## config.mk

```make
export PLATFORM = sky130hd
export DESIGN_NAME = hazard_ctrl_unit_flat
export DESIGN_NICKNAME = d
export VERILOG_FILES = /design/src/rtl/hazard_ctrl_unit_if.sv /design/src/rtl/hazard_ctrl_unit.sv /design/src/flat_wrapper.sv
export SDC_FILE = /design/constraint.sdc
export NUM_CORES = 1
export LEC_CHECK = 0
export CORE_MARGIN = 2
export CORE_UTILIZATION = 46
export CTS_BUF_LIST = sky130_fd_sc_hd__clkbuf_8
export DETAILED_ROUTE_END_ITERATION = 8
export PLACE_DENSITY_LB_ADDON = 0.2
export RECOVER_POWER = 100
export SLEW_MARGIN = 10
export SYNTH_ARGS = -nofsm -noshare
export SYNTH_HDL_FRONTEND = slang
export SYNTH_SLANG_ARGS = --single-unit
```

## constraint.sdc

```tcl
create_clock -name clk -period 3.9 [get_ports clk]
set_clock_uncertainty 0.1 [all_clocks]
set_input_delay 0.78 -clock clk [delete_from_list [all_inputs] [get_ports clk]]
set_output_delay 0.78 -clock clk [all_outputs]
set_load 0.02 [all_outputs]
```

## src/rtl/hazard_ctrl_unit_if.sv

```systemverilog
// rtl/hazard_ctrl_unit_if.sv - pipeline <-> hazard unit signal bundle
//
// Purpose: groups the pipeline-stage status inputs and the stage-control
// outputs of hazard_ctrl_unit into one interface.
// Ports (signals):
//   IF_ID_rs1/rs2, IF_ID_uses_rs2, IF_ID_mem_write : ID instruction sources
//   ID_EX_rd, ID_EX_mem_read                         : EX instruction (load)
//   EX_MEM_mem_access, EX_branch_taken               : MEM access, EX redirect
//   pc_write, IF_ID_write, ID_EX_write, EX_MEM_write : stage write enables
//   IF_ID_flush, control_mux_sel, MEM_WB_bubble      : flush / bubble controls
//   hazard_state, stall_cycles                       : status
// Modports: master = pipeline side, slave = hazard unit side.
interface hazard_ctrl_unit_if #(
   parameter int REG_W = 5,
   parameter int CNT_W = 16
);
   logic [REG_W-1:0] IF_ID_rs1;
   logic [REG_W-1:0] IF_ID_rs2;
   logic             IF_ID_uses_rs2;
   logic             IF_ID_mem_write;
   logic [REG_W-1:0] ID_EX_rd;
   logic             ID_EX_mem_read;
   logic             EX_MEM_mem_access;
   logic             EX_branch_taken;

   logic             pc_write;
   logic             IF_ID_write;
   logic             ID_EX_write;
   logic             EX_MEM_write;
   logic             IF_ID_flush;
   logic             control_mux_sel;
   logic             MEM_WB_bubble;
   logic [1:0]       hazard_state;
   logic [CNT_W-1:0] stall_cycles;

   modport master (
      output IF_ID_rs1, IF_ID_rs2, IF_ID_uses_rs2, IF_ID_mem_write,
             ID_EX_rd, ID_EX_mem_read, EX_MEM_mem_access, EX_branch_taken,
      input  pc_write, IF_ID_write, ID_EX_write, EX_MEM_write,
             IF_ID_flush, control_mux_sel, MEM_WB_bubble,
             hazard_state, stall_cycles
   );

   modport slave (
      input  IF_ID_rs1, IF_ID_rs2, IF_ID_uses_rs2, IF_ID_mem_write,
             ID_EX_rd, ID_EX_mem_read, EX_MEM_mem_access, EX_branch_taken,
      output pc_write, IF_ID_write, ID_EX_write, EX_MEM_write,
             IF_ID_flush, control_mux_sel, MEM_WB_bubble,
             hazard_state, stall_cycles
   );
endinterface

```

## src/rtl/hazard_ctrl_unit.sv

```systemverilog
// rtl/hazard_ctrl_unit.sv - pipeline hazard control: mem freeze, branch flush, load-use stall
//
// Purpose: freezes the pipeline MEM_LAT-1 cycles per data-memory access,
// flushes IF/ID on a taken branch, stalls one cycle on a load-use hazard,
// and counts cycles in which the PC was held.
// Ports:
//   clk   : clock, rising edge
//   rst_n : asynchronous active-low reset (deassertion synchronised outside)
//   bus   : hazard_ctrl_unit_if.slave, pipeline status in / stage controls out
module hazard_ctrl_unit #(
   parameter int REG_W       = 5,
   parameter int MEM_LAT     = 1,
   parameter bit LDSD_BYPASS = 1'b1,
   parameter int CNT_W       = 16
) (
   input  logic                clk,
   input  logic                rst_n,
   hazard_ctrl_unit_if.slave   bus
);

   typedef enum logic [1:0] {
      ST_RUN      = 2'd0,
      ST_MEM_WAIT = 2'd1,
      ST_RELEASE  = 2'd2
   } state_t;

   localparam int WC_W = 5;
   // Wait-count preload; only meaningful when MEM_LAT >= 2.
   localparam logic [WC_W-1:0] LAT_M2 = (MEM_LAT >= 2) ? WC_W'(MEM_LAT - 2) : '0;

   state_t            r_state;
   state_t            w_state_nxt;
   logic [WC_W-1:0]   r_wait_cnt;
   logic [WC_W-1:0]   w_wait_nxt;
   logic [CNT_W-1:0]  r_stall_cnt;

   logic w_frozen;
   logic w_load_use;
   logic w_ldsd_exempt;
   logic w_stall;

   logic w_pc_write;
   logic w_if_id_write;
   logic w_id_ex_write;
   logic w_ex_mem_write;
   logic w_if_id_flush;
   logic w_ctrl_mux_sel;
   logic w_mem_wb_bubble;

   // Load-use hazard against either source register; x0 never creates one.
   assign w_load_use = bus.ID_EX_mem_read && (bus.ID_EX_rd != '0) &&
                       ((bus.ID_EX_rd == bus.IF_ID_rs1) ||
                        (bus.IF_ID_uses_rs2 && (bus.ID_EX_rd == bus.IF_ID_rs2)));

   // A store that only needs the loaded value as store data gets it forwarded
   // in MEM, so no bubble is needed.
   assign w_ldsd_exempt = LDSD_BYPASS && bus.IF_ID_mem_write &&
                          (bus.ID_EX_rd == bus.IF_ID_rs2) &&
                          (bus.ID_EX_rd != bus.IF_ID_rs1);

   assign w_stall = w_load_use && !w_ldsd_exempt;

   always_ff @(posedge clk or negedge rst_n) begin
      if (!rst_n) begin
         r_state    <= ST_RUN;
         r_wait_cnt <= '0;
      end else begin
         r_state    <= w_state_nxt;
         r_wait_cnt <= w_wait_nxt;
      end
   end

   always_comb begin
      w_state_nxt     = r_state;
      w_wait_nxt      = r_wait_cnt;
      w_frozen        = 1'b0;

      w_pc_write      = 1'b1;
      w_if_id_write   = 1'b1;
      w_id_ex_write   = 1'b1;
      w_ex_mem_write  = 1'b1;
      w_if_id_flush   = 1'b0;
      w_ctrl_mux_sel  = 1'b0;
      w_mem_wb_bubble = 1'b0;

      case (r_state)
         ST_RUN: begin
            // The access cycle itself is the first frozen cycle.
            if ((MEM_LAT > 1) && bus.EX_MEM_mem_access) begin
               w_frozen    = 1'b1;
               w_wait_nxt  = LAT_M2;
               w_state_nxt = (MEM_LAT == 2) ? ST_RELEASE : ST_MEM_WAIT;
            end
         end
         ST_MEM_WAIT: begin
            w_frozen   = 1'b1;
            w_wait_nxt = r_wait_cnt - 1'b1;
            if (r_wait_cnt == 1) begin
               w_state_nxt = ST_RELEASE;
            end
         end
         ST_RELEASE: begin
            // Access ignored here: the stalled access completes this cycle.
            w_state_nxt = ST_RUN;
         end
         default: begin
            w_state_nxt = ST_RUN;
         end
      endcase

      // Outputs held at no-hazard values throughout reset.
      if (rst_n) begin
         if (w_frozen) begin
            w_pc_write      = 1'b0;
            w_if_id_write   = 1'b0;
            w_id_ex_write   = 1'b0;
            w_ex_mem_write  = 1'b0;
            w_mem_wb_bubble = 1'b1;
         end else if (bus.EX_branch_taken) begin
            w_if_id_flush   = 1'b1;
            w_ctrl_mux_sel  = 1'b1;
         end else if (w_stall) begin
            w_pc_write      = 1'b0;
            w_if_id_write   = 1'b0;
            w_ctrl_mux_sel  = 1'b1;
         end
      end
   end

   // Saturating count of cycles in which the PC did not advance.
   always_ff @(posedge clk or negedge rst_n) begin
      if (!rst_n) begin
         r_stall_cnt <= '0;
      end else if (!w_pc_write && (r_stall_cnt != '1)) begin
         r_stall_cnt <= r_stall_cnt + 1'b1;
      end
   end

   assign bus.pc_write        = w_pc_write;
   assign bus.IF_ID_write     = w_if_id_write;
   assign bus.ID_EX_write     = w_id_ex_write;
   assign bus.EX_MEM_write    = w_ex_mem_write;
   assign bus.IF_ID_flush     = w_if_id_flush;
   assign bus.control_mux_sel = w_ctrl_mux_sel;
   assign bus.MEM_WB_bubble   = w_mem_wb_bubble;
   assign bus.hazard_state    = r_state;
   assign bus.stall_cycles    = r_stall_cnt;

endmodule

```

## src/flat_wrapper.sv

```systemverilog
// flat-port wrapper written by rule: the top's interface ports become plain ports
module hazard_ctrl_unit_flat 
#(
   parameter int REG_W       = 5,
   parameter int MEM_LAT     = 1,
   parameter bit LDSD_BYPASS = 1'b1,
   parameter int CNT_W       = 16
)
  (clk, rst_n, bus_IF_ID_rs1, bus_IF_ID_rs2, bus_IF_ID_uses_rs2, bus_IF_ID_mem_write, bus_ID_EX_rd, bus_ID_EX_mem_read, bus_EX_MEM_mem_access, bus_EX_branch_taken, bus_pc_write, bus_IF_ID_write, bus_ID_EX_write, bus_EX_MEM_write, bus_IF_ID_flush, bus_control_mux_sel, bus_MEM_WB_bubble, bus_hazard_state, bus_stall_cycles);
  hazard_ctrl_unit_if #(.REG_W(REG_W), .CNT_W(CNT_W)) bus_i ();
  input  logic clk;
  input  logic rst_n;
  input wire logic [$bits(bus_i.IF_ID_rs1)-1:0] bus_IF_ID_rs1;
  input wire logic [$bits(bus_i.IF_ID_rs2)-1:0] bus_IF_ID_rs2;
  input wire logic [$bits(bus_i.IF_ID_uses_rs2)-1:0] bus_IF_ID_uses_rs2;
  input wire logic [$bits(bus_i.IF_ID_mem_write)-1:0] bus_IF_ID_mem_write;
  input wire logic [$bits(bus_i.ID_EX_rd)-1:0] bus_ID_EX_rd;
  input wire logic [$bits(bus_i.ID_EX_mem_read)-1:0] bus_ID_EX_mem_read;
  input wire logic [$bits(bus_i.EX_MEM_mem_access)-1:0] bus_EX_MEM_mem_access;
  input wire logic [$bits(bus_i.EX_branch_taken)-1:0] bus_EX_branch_taken;
  output wire logic [$bits(bus_i.pc_write)-1:0] bus_pc_write;
  output wire logic [$bits(bus_i.IF_ID_write)-1:0] bus_IF_ID_write;
  output wire logic [$bits(bus_i.ID_EX_write)-1:0] bus_ID_EX_write;
  output wire logic [$bits(bus_i.EX_MEM_write)-1:0] bus_EX_MEM_write;
  output wire logic [$bits(bus_i.IF_ID_flush)-1:0] bus_IF_ID_flush;
  output wire logic [$bits(bus_i.control_mux_sel)-1:0] bus_control_mux_sel;
  output wire logic [$bits(bus_i.MEM_WB_bubble)-1:0] bus_MEM_WB_bubble;
  output wire logic [$bits(bus_i.hazard_state)-1:0] bus_hazard_state;
  output wire logic [$bits(bus_i.stall_cycles)-1:0] bus_stall_cycles;
  assign bus_i.IF_ID_rs1 = bus_IF_ID_rs1;
  assign bus_i.IF_ID_rs2 = bus_IF_ID_rs2;
  assign bus_i.IF_ID_uses_rs2 = bus_IF_ID_uses_rs2;
  assign bus_i.IF_ID_mem_write = bus_IF_ID_mem_write;
  assign bus_i.ID_EX_rd = bus_ID_EX_rd;
  assign bus_i.ID_EX_mem_read = bus_ID_EX_mem_read;
  assign bus_i.EX_MEM_mem_access = bus_EX_MEM_mem_access;
  assign bus_i.EX_branch_taken = bus_EX_branch_taken;
  assign bus_pc_write = bus_i.pc_write;
  assign bus_IF_ID_write = bus_i.IF_ID_write;
  assign bus_ID_EX_write = bus_i.ID_EX_write;
  assign bus_EX_MEM_write = bus_i.EX_MEM_write;
  assign bus_IF_ID_flush = bus_i.IF_ID_flush;
  assign bus_control_mux_sel = bus_i.control_mux_sel;
  assign bus_MEM_WB_bubble = bus_i.MEM_WB_bubble;
  assign bus_hazard_state = bus_i.hazard_state;
  assign bus_stall_cycles = bus_i.stall_cycles;
  hazard_ctrl_unit #(.REG_W(REG_W), .MEM_LAT(MEM_LAT), .LDSD_BYPASS(LDSD_BYPASS), .CNT_W(CNT_W)) u_core (.clk(clk), .rst_n(rst_n), .bus(bus_i));
endmodule
```

Yosys cells after proc, flatten, opt, wreduce, memory -nomap -nowiden
Index checks and enable logic that the tools add are counted.
{ "word_totals": {"in_bits": 22, "ff_bits": 23, "output_inout_bits": 25} }
{ "classes": {"n_addsub": 2, "eq_ne": 7, "mux": 18, "bitwise": 1, "n_reduce_logical": 13} }
{ "op_table": {"columns": ["op", "count"], "rows": [
  ["$add 16x1->16 const B", 1],
  ["$mux 1", 16],
  ["$ne 16x16->1 const B", 1],
  ["$eq 5x5->1", 2],
  ["$logic_and 1x1->1", 7],
  ["$eq 5x1->1 const B", 1],
  ["$ne 5x5->1", 1],
  ["$reduce_bool 5->1", 1],
  ["$sub 5x1->5 const B", 1],
  ["$pmux 2 s2", 1],
  ["$eq 2x1->1 const B", 1],
  ["$logic_not 1->1", 2],
  ["$logic_not 2->1", 1],
  ["$mux 2", 1],
  ["$ne 2x1->1 const B", 1],
  ["$reduce_and 2->1", 1],
  ["$logic_or 1x1->1", 1],
  ["$not 1->1", 1]
]} }

Longest topological paths before layout
Gate-level depths: netlist of the first run.
{ "logic_depth": {"ltp_word": 11, "mapped_depth": 7, "mapped_depth_nobuf": 6} }

Worst setup path before layout of the first run
Ideal clock, no wire load.
{ "synth_timing": {"path_type": "input to output", "from": "input port bus_ID_EX_rd[4]", "to": "output port bus_pc_write", "path_slack_ps": 1018, "t_required_ps": 3020, "path_stages": 6, "path_buffers": 2, "t_arrival_ps": 2002, "cell_sequence": "xnor2_1 -> nand3_1 -> o22ai_2 -> buf_2 -> nand3_1 -> buf_4"} }
{ "synth_between": {"elab_chain_cells": 9, "elab_cells_between_ends": 16, "classes_between": "3 x eq/ne; 4 x mux; 9 x reduce/logical"} }
{ "synth_lines": {"columns": ["item", "line_no", "text"], "rows": [
  ["from (decl)", "flat_wrapper.sv:17", "input wire logic [$bits(bus_i.ID_EX_rd)-1:0] bus_ID_EX_rd;"],
  ["$eq 5x5->1", "hazard_ctrl_unit.sv:53, hazard_ctrl_unit.sv:58", null],
  ["$logic_and 1x1->1 (on tied branches)", "hazard_ctrl_unit.sv:53, hazard_ctrl_unit.sv:57", null],
  ["$logic_or 1x1->1 / $logic_and 1x1->1 (equally long branches)", "hazard_ctrl_unit.sv:52, hazard_ctrl_unit.sv:58", null],
  ["$logic_and 1x1->1 / $logic_not 1->1 (equally long branches)", "hazard_ctrl_unit.sv:51, hazard_ctrl_unit.sv:61", null],
  ["$logic_and 1x1->1 *", "hazard_ctrl_unit.sv:61", "assign w_stall = w_load_use && !w_ldsd_exempt;"],
  ["$mux 1 * (4 in a row)", null, null],
  ["to (decl)", "flat_wrapper.sv:21", "output wire logic [$bits(bus_i.pc_write)-1:0] bus_pc_write;"]
]} }
Every way passes the cells marked *; elsewhere a longest branch is shown, timed or not.

Worst setup path after layout of the first run
{ "layout_timing": {"from": "input port bus_ID_EX_rd[0]", "to": "output port bus_IF_ID_write"} }
{ "layout_between": {"elab_chain_cells": 9, "elab_cells_between_ends": 16, "classes_between": "3 x eq/ne; 4 x mux; 9 x reduce/logical"} }
{ "layout_lines": {"columns": ["item", "line_no", "text"], "rows": [
  ["$eq 5x5->1", "hazard_ctrl_unit.sv:53, hazard_ctrl_unit.sv:58", null],
  ["$logic_and 1x1->1 (on tied branches)", "hazard_ctrl_unit.sv:53, hazard_ctrl_unit.sv:57", null],
  ["$logic_or 1x1->1 / $logic_and 1x1->1 (equally long branches)", "hazard_ctrl_unit.sv:52, hazard_ctrl_unit.sv:58", null],
  ["$logic_and 1x1->1 / $logic_not 1->1 (equally long branches)", "hazard_ctrl_unit.sv:51, hazard_ctrl_unit.sv:61", null],
  ["$logic_and 1x1->1 *", "hazard_ctrl_unit.sv:61", null],
  ["$mux 1 *", "hazard_ctrl_unit.sv:122", "end else if (w_stall) begin"],
  ["$mux 1 *", "hazard_ctrl_unit.sv:119", "end else if (bus.EX_branch_taken) begin"],
  ["$mux 1 *", "hazard_ctrl_unit.sv:113", "if (w_frozen) begin"],
  ["$mux 1 *", "hazard_ctrl_unit.sv:112", "if (rst_n) begin"],
  ["to (decl)", "flat_wrapper.sv:22", "output wire logic [$bits(bus_i.IF_ID_write)-1:0] bus_IF_ID_write;"]
]} }
Marked as above.

==> results of run 1 <==
-- kinds of logic (layout without fill, tap and decap cells) --
family,Yosys count,in the layout,share of synthesized area [%]
AOI/OAI and AO/OA,6,6,4.394
xor gates and xnor gates,23,23,19.12
adders and majority gates,1,1,1.187
buffers and inverters,10,49,6.531
DFF,16,16,38.00
muxes,2,2,2.138
other,2,5,0.7129
and+or+nand+nor,52,52,27.91
-- synth_stat cells --
cell type | n | share of area [%]
or4_1 | 1 | 0.71
o21a_1 | 1 | 0.71
o22ai_2 | 1 | 1.2
o21ai_0 | 1 | 0.47
xnor2_1 | 23 | 19
nor2_1 | 2 | 0.71
dfrtp_1 | 16 | 38
nand4_1 | 7 | 4.2
nand2b_1 | 1 | 0.59
nor2b_1 | 2 | 1.2
inv_1 | 1 | 0.36
and4_1 | 1 | 0.83
mux2_1 | 1 | 1.1
nor3_1 | 6 | 2.9
buf_6 | 1 | 1.1
nor4_1 | 2 | 1.2
buf_4 | 6 | 4.3
and2_1 | 1 | 0.59
a21oi_1 | 2 | 0.95
buf_2 | 1 | 0.47
nand3b_1 | 1 | 0.71
nand2_1 | 7 | 2.5
nand4_2 | 1 | 1.2
nand3_1 | 15 | 7.1
ha_1 | 1 | 1.2
and3_1 | 3 | 1.8
clkbuf_1 | 1 | 0.36
o41a_1 | 1 | 1.1
and4b_1 | 1 | 0.95
mux2_2 | 1 | 1.1
nand4b_1 | 1 | 0.83
conb_1 | 2 | 0.71
-- per-layer routing --
metal / track usage [%] / share of wire (%)
met1: 27.39 / 46
met2: 32.49 / 49
met3: 3.161 / 4.4
met4: 4.386 / 0
met5: 0 / 0
-- path summary, 6_finish.rpt --
kind,from,endpoint,cells past startpoint
worst max-delay path,bus_ID_EX_rd[0],bus_IF_ID_write,5
worst min-delay path,u_core.bus.stall_cycles[9]$_DFFE_PN0P_,u_core.bus.stall_cycles[9]$_DFFE_PN0P_,1
worst max register to register,u_core.bus.stall_cycles[0]$_DFFE_PN0P_,u_core.bus.stall_cycles[1]$_DFFE_PN0P_,6
worst min register to register,u_core.bus.stall_cycles[9]$_DFFE_PN0P_,u_core.bus.stall_cycles[9]$_DFFE_PN0P_,1
max in group asynchronous,rst_n,u_core.bus.stall_cycles[14]$_DFFE_PN0P_,2
min in group asynchronous,rst_n,u_core.bus.stall_cycles[12]$_DFFE_PN0P_,2
-- power breakdown --
part,total (mW),internal (mW),switching (mW)
sequential,0.174,0.170,0.00438
combinational,0.0786,0.0406,0.0380
clock,0.143,0.0893,0.0541
-- through the flow --
step | cells | worst slack, ps | hold WS, ps | util [%]
floorplan | 115 | 1018 | 384.4 | -
global placement | 178 | 273.3 | 399.0 | 66.88
detailed placement | 178 | 266.6 | 415.3 | 66.88
CTS | 182 | 266.1 | 426.1 | 69.39
global route | 182 | 151.3 | 443.1 | 69.39
finish | 182 | 211.3 | 420.9 | 69.39
-- area by class of cell --
| class | count | area share (%) |
|---|---|---|
| tap | 28 | 2.305 |
| sequential | 16 | 26.34 |
| timing repair buffer | 44 | 28.31 |
| inverter | 1 | 0.2469 |
| multi-input combinational | 89 | 39.18 |
| clock buffer | 4 | 3.621 |
==> key figures, run 1 <==
Route
  – Total wire length: 2343 um
  – Residual DRC: 0
  – DR pass1 iterations: 4
  – Detailed-route via count: 976
  – Residual antenna-violating net count after detailed routing: 0
  – Drt first-iter violations: 14
  – Post-detailed-route wirelength per cell: 12.87 um
  – Via-per-instance ratio: 5.363

Final layout
  – Layout Area Growth over Synthesis: 44.30%
  – Final design instance area without fill: 1520 um^2
  – Commonest non-fill, non-tap cell in the layout: xnor2_1
  – Final-layout fill cell count: 181
  – Number of flip-flops under the largest register name: 16
  – Fraction of layout instances using a drive strength above 1: 7.143%
  – FF/Latch Area: 400.4 um^2
  – Area of combinational cells with multiple inputs: 595.6 um^2
  – Top library cells by usage in the layout, fill and taps aside: 23 x xnor2_1, 20 x clkdlybuf4s50_1, 20 x dlygate4sd3_1
  – # nets final: 178
  – Antenna diode instance count: 0

Timing
  – Final Slew Violations: 0
  – Number of hold violations in the final report: 0
  – Setup repair after global routing missed its margin: no
  – Minimum period implied by the final worst setup slack: 3689 ps
  – Setup TNS: 0 ps
  – Fmax: 271.1 MHz
  – Total of endpoints with negative setup slack in the final report: 0
  – Period Utilization, post-route: 94.58%

Critical path
  – Count of buffer and inverter cells on the critical path: 2
  – Critical path class: input port to output pin
  – Slowest stage cell on the critical path: dlygate4sd3_1
  – Critical Path, Cell by Cell: clkdlybuf4s50_1, or4_1, o21a_1, nand3_1, dlygate4sd3_1
  – Max stage delay on crit path: 680 ps
  – Top cell family by delay on the critical path: buffers and inverters
  – Critical Path AT: 2810 ps
  – R2R setup slack: 1500 ps
  – Element type at the critical path start: input port
  – Largest fanout on the critical path: 3
  – Required time at the worst-slack endpoint: 3020 ps
  – Kind of end point of the critical path: output pin

Run
  – Max-cap viol count: 0

Global route
  – Remaining global-route overflow: 0
  – Maximum number of pins on one net before global-route repair: 20
  – Total GRT Usage: 19.80%
  – Antenna violations before repair: 0
  – Vias in the first global route: 941
  – Global-route wire length before repair: 4119 um

CTS
  – # Post-CTS Setup Buffers: 0
  – Number of clock buffers inserted by TritonCTS: 3
  – H-tree lvl count: 1
  – Max clock buf depth: 2
  – Number of sinks handled by clock tree synthesis: 16
  – Clock root buffer: clkbuf_8
  – Hold-fix buffers, CTS: 0
  – Clock slew at the register clock pins of the worst setup and hold paths: 60 ps
  – Post-CTS Resized: 0
  – Clock tree from TritonCTS: done
  – Source-to-sink clock delay at the later pin of the worst-skew pair: 240 ps

Synth
  – Post-synthesis cell type count: 32
  – Post-synthesis cell count: 112
  – Synthesis-stage register bit count: 16
  – Post-synthesis cell area: 1054 um^2
  – Fraction of the yosys area taken by sequential cells: 38.00%
  – Synth Area per Inst: 9.406 um^2
  – Warnings from Yosys: 0

Power
  – Worst voltage drop across the vdd grid: 200.5 uV
  – Static Leakage: 0.6293 nW
  – Power Dens Cells: 260.9 nW/um^2
  – Sum of internal, switching and leakage power: 0.3966 mW

Die
  – Height of the die: 51.86 um
  – Starting utilization of the core area: 48.09%
  – Top Ports: 47
  – DIE WIDTH: 51.86 um
  – Floorplan Core Area: 2191 um^2
  – Cell row count: 17
  – Die area: 2689 um^2

Placed design
  – Number of port buffers: 40
  – Total placed instance area: 1465 um^2
  – Estimated wirelength of the detail-placed design: 1866 um
  – Routability Congestion: 0.8093

Min path
  – Kind of path behind the tightest hold check: register to register

Outcome
  – Status: complete, no violations
Power figures use the tool's default switching activity.
==> inputs of run 2 (changes only) <==
--- a/config.mk
+++ b/config.mk
@@ -6,11 +6,13 @@
 export NUM_CORES = 1
 export LEC_CHECK = 0
 export CORE_MARGIN = 2
-export CORE_UTILIZATION = 46
+export CORE_UTILIZATION = 35
 export CTS_BUF_LIST = sky130_fd_sc_hd__clkbuf_8
 export DETAILED_ROUTE_END_ITERATION = 8
+export GPL_ROUTABILITY_DRIVEN = 0
 export PLACE_DENSITY_LB_ADDON = 0.2
 export RECOVER_POWER = 100
+export SKIP_CTS_REPAIR_TIMING = 1
 export SLEW_MARGIN = 10
 export SYNTH_ARGS = -nofsm -noshare
 export SYNTH_HDL_FRONTEND = slang
==> run 2 against run 1 <==
Against the previous run: the flow now finishes with violations (design-rule violations); non-clock buffer count unchanged; total power fell by 5.6%; count of clock-buffer cells in the layout fell by 1; critical path depth stayed put; sequential cell count is the same.
==> key figures, run 2 (same netlist as run 1, synthesis figures left out) <==
Die
  – Cell row count: 19 (+2)
  – DIE WIDTH: 58.87 um (+14%)
  – Starting utilization of the core area: 37.56% (-11 points)
  – Die area: 3465 um^2 (+29%)
  – Floorplan Core Area: 2805 um^2 (+28%)
  – Height of the die: 58.87 um (+14%)
  – Top Ports: 47 (unchanged)

Final layout
  – Commonest non-fill, non-tap cell in the layout: xnor2_1
  – Number of flip-flops under the largest register name: 16 (unchanged)
  – Top library cells by usage in the layout, fill and taps aside: 23 x xnor2_1, 20 x clkdlybuf4s50_1, 20 x dlygate4sd3_1
  – Antenna diode instance count: 0 (unchanged)
  – Final core area utilization: 53.57% (-16 points)
  – Final-layout fill cell count: 270 (+49%)
  – Final Instance Count excl. Fillers: 184 (+1.1%)
  – Area of combinational cells with multiple inputs: 595.6 um^2 (unchanged)
  – Fraction of layout instances using a drive strength above 1: 5.229% (-1.9 points)
  – FF/Latch Area: 400.4 um^2 (unchanged)
  – Layout Area Growth over Synthesis: 42.64%
  – # nets final: 178 (unchanged)

Global route
  – GRT met2 Usage: 23.49% (-9.0 points)
  – Met3 track utilization from global routing: 3.077% (-0.084 points)
  – Met1 usage: 21.93% (-5.5 points)
  – Total GRT Usage: 15.54% (-4.3 points)
  – Vias in the first global route: 922 (-2.0%)
  – Antenna violations before repair: 0 (unchanged)
  – Maximum number of pins on one net before global-route repair: 14 (-30%)
  – Global-route wire length before repair: 4133 um (+0.34%)
  – Remaining global-route overflow: 0 (unchanged)
  – Most Crowded Layer GR: met2

Placed design
  – Number of port buffers: 40 (unchanged)
  – Estimated wirelength of the detail-placed design: 1976 um (+5.9%)
  – Post-Place Cells: 181 (+1.7%)

Critical path
  – Kind of end point of the critical path: output pin
  – Count of buffer and inverter cells on the critical path: 2 (unchanged)
  – Max stage delay on crit path: 680 ps (about the same)
  – Largest fanout on the critical path: 3 (unchanged)
  – Critical path class: input port to output pin
  – Critical Path AT: 2840 ps (+30 ps)
  – Required time at the worst-slack endpoint: 3020 ps (about the same)
  – Element type at the critical path start: input port
  – Slowest stage cell on the critical path: dlygate4sd3_1
  – Critical Path, Cell by Cell: clkdlybuf4s50_1, or4_1, o21a_1, nand3_1, dlygate4sd3_1
  – Top cell family by delay on the critical path: buffers and inverters

Min path
  – Kind of path behind the tightest hold check: register to register

Power
  – Sum of internal, switching and leakage power: 0.3744 mW (-5.6%)
  – Power Dens Cells: 249.2 nW/um^2 (-4.5%)
  – Worst voltage drop across the vdd grid: 157.8 uV (-21%)
  – Static Leakage: 0.6145 nW (-2.3%)

CTS
  – Clock slew at the register clock pins of the worst setup and hold paths: 60 ps (about the same)
  – Clock tree from TritonCTS: done
  – Max clock buf depth: 2 (unchanged)
  – Clock root buffer: clkbuf_8
  – Source-to-sink clock delay at the later pin of the worst-skew pair: 250 ps (about the same)
  – H-tree lvl count: 1 (unchanged)
  – Number of sinks handled by clock tree synthesis: 16 (unchanged)
  – Number of clock buffers inserted by TritonCTS: 3 (unchanged)

Timing
  – Number of hold violations in the final report: 0 (unchanged)
  – Fmax: 269.2 MHz (-0.72%)
  – Final Slew Violations: 0 (unchanged)
  – Period Utilization, post-route: 95.27% (+0.68 points)
  – Worst-margin pin slew: 579.8 ps
  – Setup repair after global routing missed its margin: no
  – Total of endpoints with negative setup slack in the final report: 0 (unchanged)
  – Worst-case headroom to the max-slew limit: 61.35%
  – Minimum period implied by the final worst setup slack: 3715 ps (+26.67 ps)
  – Setup TNS: 0 ps (unchanged)

Outcome
  – Violated checks: design-rule violations
  – Status: finished with violations

Route
  – Residual antenna-violating net count after detailed routing: 0 (unchanged)
  – Total wire length: 2519 um (+7.5%)
  – DR pass1 iterations: 6 (+2)
  – Via-per-instance ratio: 5.179 (-3.4%)
  – Detailed-route via count: 953 (-2.4%)
  – Drt first-iter violations: 41 (+27)
  – Residual DRC: 8 (+8)
  – Post-detailed-route wirelength per cell: 13.69 um (+6.3%)

Run
  – Max-cap viol count: 0 (unchanged)
[run 2: cell count changes in the layout (fill, tap and decap cells not counted), sizes merged]
cell	change
buf	-2
clkbuf	+1
[run 2: worst paths after layout]
kind / slack, ps / cells past startpoint / startpoint / endpoint
worst max-delay path: 180 / 5 / bus_ID_EX_rd[0] / bus_pc_write
worst min-delay path: 410 / 1 / u_core.bus.stall_cycles[15]$_DFFE_PN0P_ / u_core.bus.stall_cycles[15]$_DFFE_PN0P_
worst min register to register: 410 / 1 / u_core.bus.stall_cycles[15]$_DFFE_PN0P_ / u_core.bus.stall_cycles[15]$_DFFE_PN0P_
worst max register to register: 1480 / 6 / u_core.bus.stall_cycles[0]$_DFFE_PN0P_ / u_core.bus.stall_cycles[1]$_DFFE_PN0P_
min in group asynchronous: 800 / 1 / rst_n / u_core.bus.stall_cycles[11]$_DFFE_PN0P_
max in group asynchronous: 2050 / 2 / rst_n / u_core.bus.stall_cycles[4]$_DFFE_PN0P_
[run 2: layout make-up]
type                    count  area share (%)
inverters                   1          0.2498
clock buffers               3           2.748
multi-input cells          89           39.63
flip-flops and latches     16           26.64
well taps                  31           2.581
repair buffers             44           28.14
[run 2: power breakdown]
part	internal [mW]	switching [mW]	total, mW
logic	0.0397	0.0378	0.0776
registers	0.170	0.00442	0.175
clock network	0.0684	0.0540	0.122
[run 2: routing by layer]
| metal | vias up | wire length (um) | share of wire (%) |
|---|---|---|---|
| met5 | - | 0 | 0 |
| met4 | 0 | 27 | 1.1 |
| met3 | 4 | 249 | 9.9 |
| met2 | 40 | 1095 | 43 |
| met1 | 438 | 1146 | 45 |
| li1 | 471 | - | - |
[run 2: per-stage QoR]
stage	area (um^2)	worst slack, ps	hold WS [ps]
6_report	1503	184.6	408.2
5_1_grt	1503	118.3	432.9
4_1_cts	1510	221.3	415.6
3_5_place_dp	1469	228.6	405.1
3_3_place_gp	1469	258.1	398.3
2_1_floorplan	1065	1018	384.4
==> inputs of run 3 (changes only) <==
--- a/config.mk
+++ b/config.mk
@@ -12,6 +12,7 @@
 export GPL_ROUTABILITY_DRIVEN = 0
 export PLACE_DENSITY_LB_ADDON = 0.2
 export RECOVER_POWER = 100
+export SETUP_SLACK_MARGIN = 0.3
 export SKIP_CTS_REPAIR_TIMING = 1
 export SLEW_MARGIN = 10
 export SYNTH_ARGS = -nofsm -noshare
==> run 3 against run 2 <==
Against the previous run: sequential power barely moved; routed wire length rose by 0.95%; critical path type unchanged; register-to-register slack barely moved; the run still ends with design-rule violations left; sequential share of layout area rose by 0.34 points; core utilization fell by 0.67 points; final area fell by 1.2%; hold slack barely moved.
==> key figures, run 3 (same netlist as run 1, synthesis figures left out) <==
Route
  – Post-detailed-route wirelength per cell: 13.82 um (+0.95%)
  – Via-per-instance ratio: 5.174 (-0.10%)
  – Total wire length: 2543 um (+0.95%)
  – DR pass1 iterations: 6 (unchanged)
  – Detailed-route via count: 952 (-0.10%)
  – Residual DRC: 8 (unchanged)
  – Drt first-iter violations: 41 (unchanged)
  – Residual antenna-violating net count after detailed routing: 0 (unchanged)

Timing
  – Final Slew Violations: 0 (unchanged)
  – Total of endpoints with negative setup slack in the final report: 0 (unchanged)
  – Period Utilization, post-route: 87.72% (-7.5 points)
  – Worst-margin pin slew: 580.0 ps (+0.2218 ps)
  – Number of hold violations in the final report: 0 (unchanged)
  – Setup TNS: 0 ps (unchanged)
  – Worst-case headroom to the max-slew limit: 61.33% (about the same)
  – Minimum period implied by the final worst setup slack: 3421 ps (-294.4 ps)
  – Setup repair after global routing missed its margin: no
  – Fmax: 292.3 MHz (+8.6%)

Power
  – Power Dens Cells: 251.8 nW/um^2 (+1.0%)
  – Worst voltage drop across the vdd grid: 157.7 uV (about the same)
  – Static Leakage: 0.6119 nW (-0.43%)
  – Sum of internal, switching and leakage power: 0.3736 mW (-0.22%)

Die
  – Height of the die: 58.87 um (unchanged)
  – Cell row count: 19 (unchanged)
  – Starting utilization of the core area: 37.56% (unchanged)
  – Floorplan Core Area: 2805 um^2 (unchanged)
  – Top Ports: 47 (unchanged)
  – Die area: 3465 um^2 (unchanged)
  – DIE WIDTH: 58.87 um (unchanged)

CTS
  – Number of clock buffers inserted by TritonCTS: 3 (unchanged)
  – Clock root buffer: clkbuf_8
  – Source-to-sink clock delay at the later pin of the worst-skew pair: 250 ps (about the same)
  – Number of sinks handled by clock tree synthesis: 16 (unchanged)
  – Clock tree from TritonCTS: done
  – Clock slew at the register clock pins of the worst setup and hold paths: 60 ps (about the same)
  – H-tree lvl count: 1 (unchanged)
  – Max clock buf depth: 2 (unchanged)

Critical path
  – Slowest stage cell on the critical path: dlygate4sd3_1
  – Required time at the worst-slack endpoint: 3020 ps (about the same)
  – Critical Path, Cell by Cell: dlygate4sd3_1, or4_1, o21a_1, a21oi_1, nor2b_1, clkbuf_1
  – Source of the critical timing path: bus_ID_EX_rd[0]
  – Kind of end point of the critical path: output pin
  – Element type at the critical path start: input port
  – Critical path class: input port to output pin
  – Max stage delay on crit path: 600 ps (-80 ps)
  – Top cell family by delay on the critical path: buffers and inverters
  – Largest fanout on the critical path: 3 (unchanged)
  – Count of buffer and inverter cells on the critical path: 2 (unchanged)
  – Reg2reg start: u_core.bus.stall_cycles[0]$_DFFE_PN0P_
  – Critical Path AT: 2540 ps (-300 ps)

Run
  – Max-cap viol count: 0 (unchanged)

Final layout
  – Commonest non-fill, non-tap cell in the layout: xnor2_1
  – Fraction of layout instances using a drive strength above 1: 5.229% (unchanged)
  – Final-layout fill cell count: 275 (+1.9%)
  – Top library cells by usage in the layout, fill and taps aside: 23 x xnor2_1, 19 x dlygate4sd3_1, 18 x clkdlybuf4s50_1
  – Final core area utilization: 52.90% (-0.67 points)
  – Antenna diode instance count: 0 (unchanged)
  – Layout Area Growth over Synthesis: 40.85%
  – Number of flip-flops under the largest register name: 16 (unchanged)
  – # nets final: 178 (unchanged)

Global route
  – Vias in the first global route: 922 (unchanged)
  – Remaining global-route overflow: 0 (unchanged)
  – Total GRT Usage: 15.54% (unchanged)
  – Global-route wire length before repair: 4133 um (unchanged)
  – Antenna violations before repair: 0 (unchanged)
  – Maximum number of pins on one net before global-route repair: 14 (unchanged)

Placed design
  – Estimated wirelength of the detail-placed design: 1976 um (unchanged)
  – Number of port buffers: 40 (unchanged)

Outcome
  – Status: finished with violations
  – Violated checks: design-rule violations

Min path
  – Kind of path behind the tightest hold check: register to register
  – Hold_sp: u_core.bus.stall_cycles[15]$_DFFE_PN0P_
run 3: layout make-up:
class / count / area (um^2) / area share (%)
inverter: 1 / 3.754 / 0.2530
sequential: 16 / 400.4 / 26.98
clock buffer: 3 / 41.29 / 2.782
timing repair buffer: 44 / 404.1 / 27.23
multi-input combinational: 89 / 595.6 / 40.13
tap: 31 / 38.79 / 2.614
run 3: per-layer routing:
metal / share of wire (%) / global-route usage [%]
met3: 10 / 3.077
met2: 44 / 23.49
met1: 45 / 21.93
met4: 1.1 / 5.844
met5: 0 / 0
run 3: path summary, 6_finish.rpt:
path | to | slack (ps) | depth (start not counted)
setup reg to reg | u_core.bus.stall_cycles[1]$_DFFE_PN0P_ | 1470 | 6
hold reg to reg | u_core.bus.stall_cycles[15]$_DFFE_PN0P_ | 410 | 1
min in group asynchronous | u_core.bus.stall_cycles[11]$_DFFE_PN0P_ | 800 | 1
hold / removal | u_core.bus.stall_cycles[15]$_DFFE_PN0P_ | 410 | 1
setup / recovery | bus_control_mux_sel | 480 | 6
max in group asynchronous | u_core.bus.stall_cycles[4]$_DFFE_PN0P_ | 2050 | 2
run 3: power by group:
group | switching (mW) | internal, mW
sequential | 0.00443 | 0.170
combinational | 0.0380 | 0.0387
clock | 0.0541 | 0.0684
total | 0.0965 | 0.277
run 3: worst register-to-register path: cells and delay by family, from the launching register on:
kind            cells  cell delay [ps]
compound gates      1              670
simple gates        3              630
flops               1              400
mux                 1              340
fa+ha+maj           1              190
run 3: through the flow:
stage	area, um^2	hold slack, ps	worst slack (ps)	std cells
6_report	1484	408.2	479.0	184
5_1_grt	1484	432.9	430.5	184
4_1_cts	1510	415.6	221.3	184
3_5_place_dp	1469	405.1	228.6	181
3_3_place_gp	1469	398.3	258.1	181
2_1_floorplan	1065	384.4	1018	115
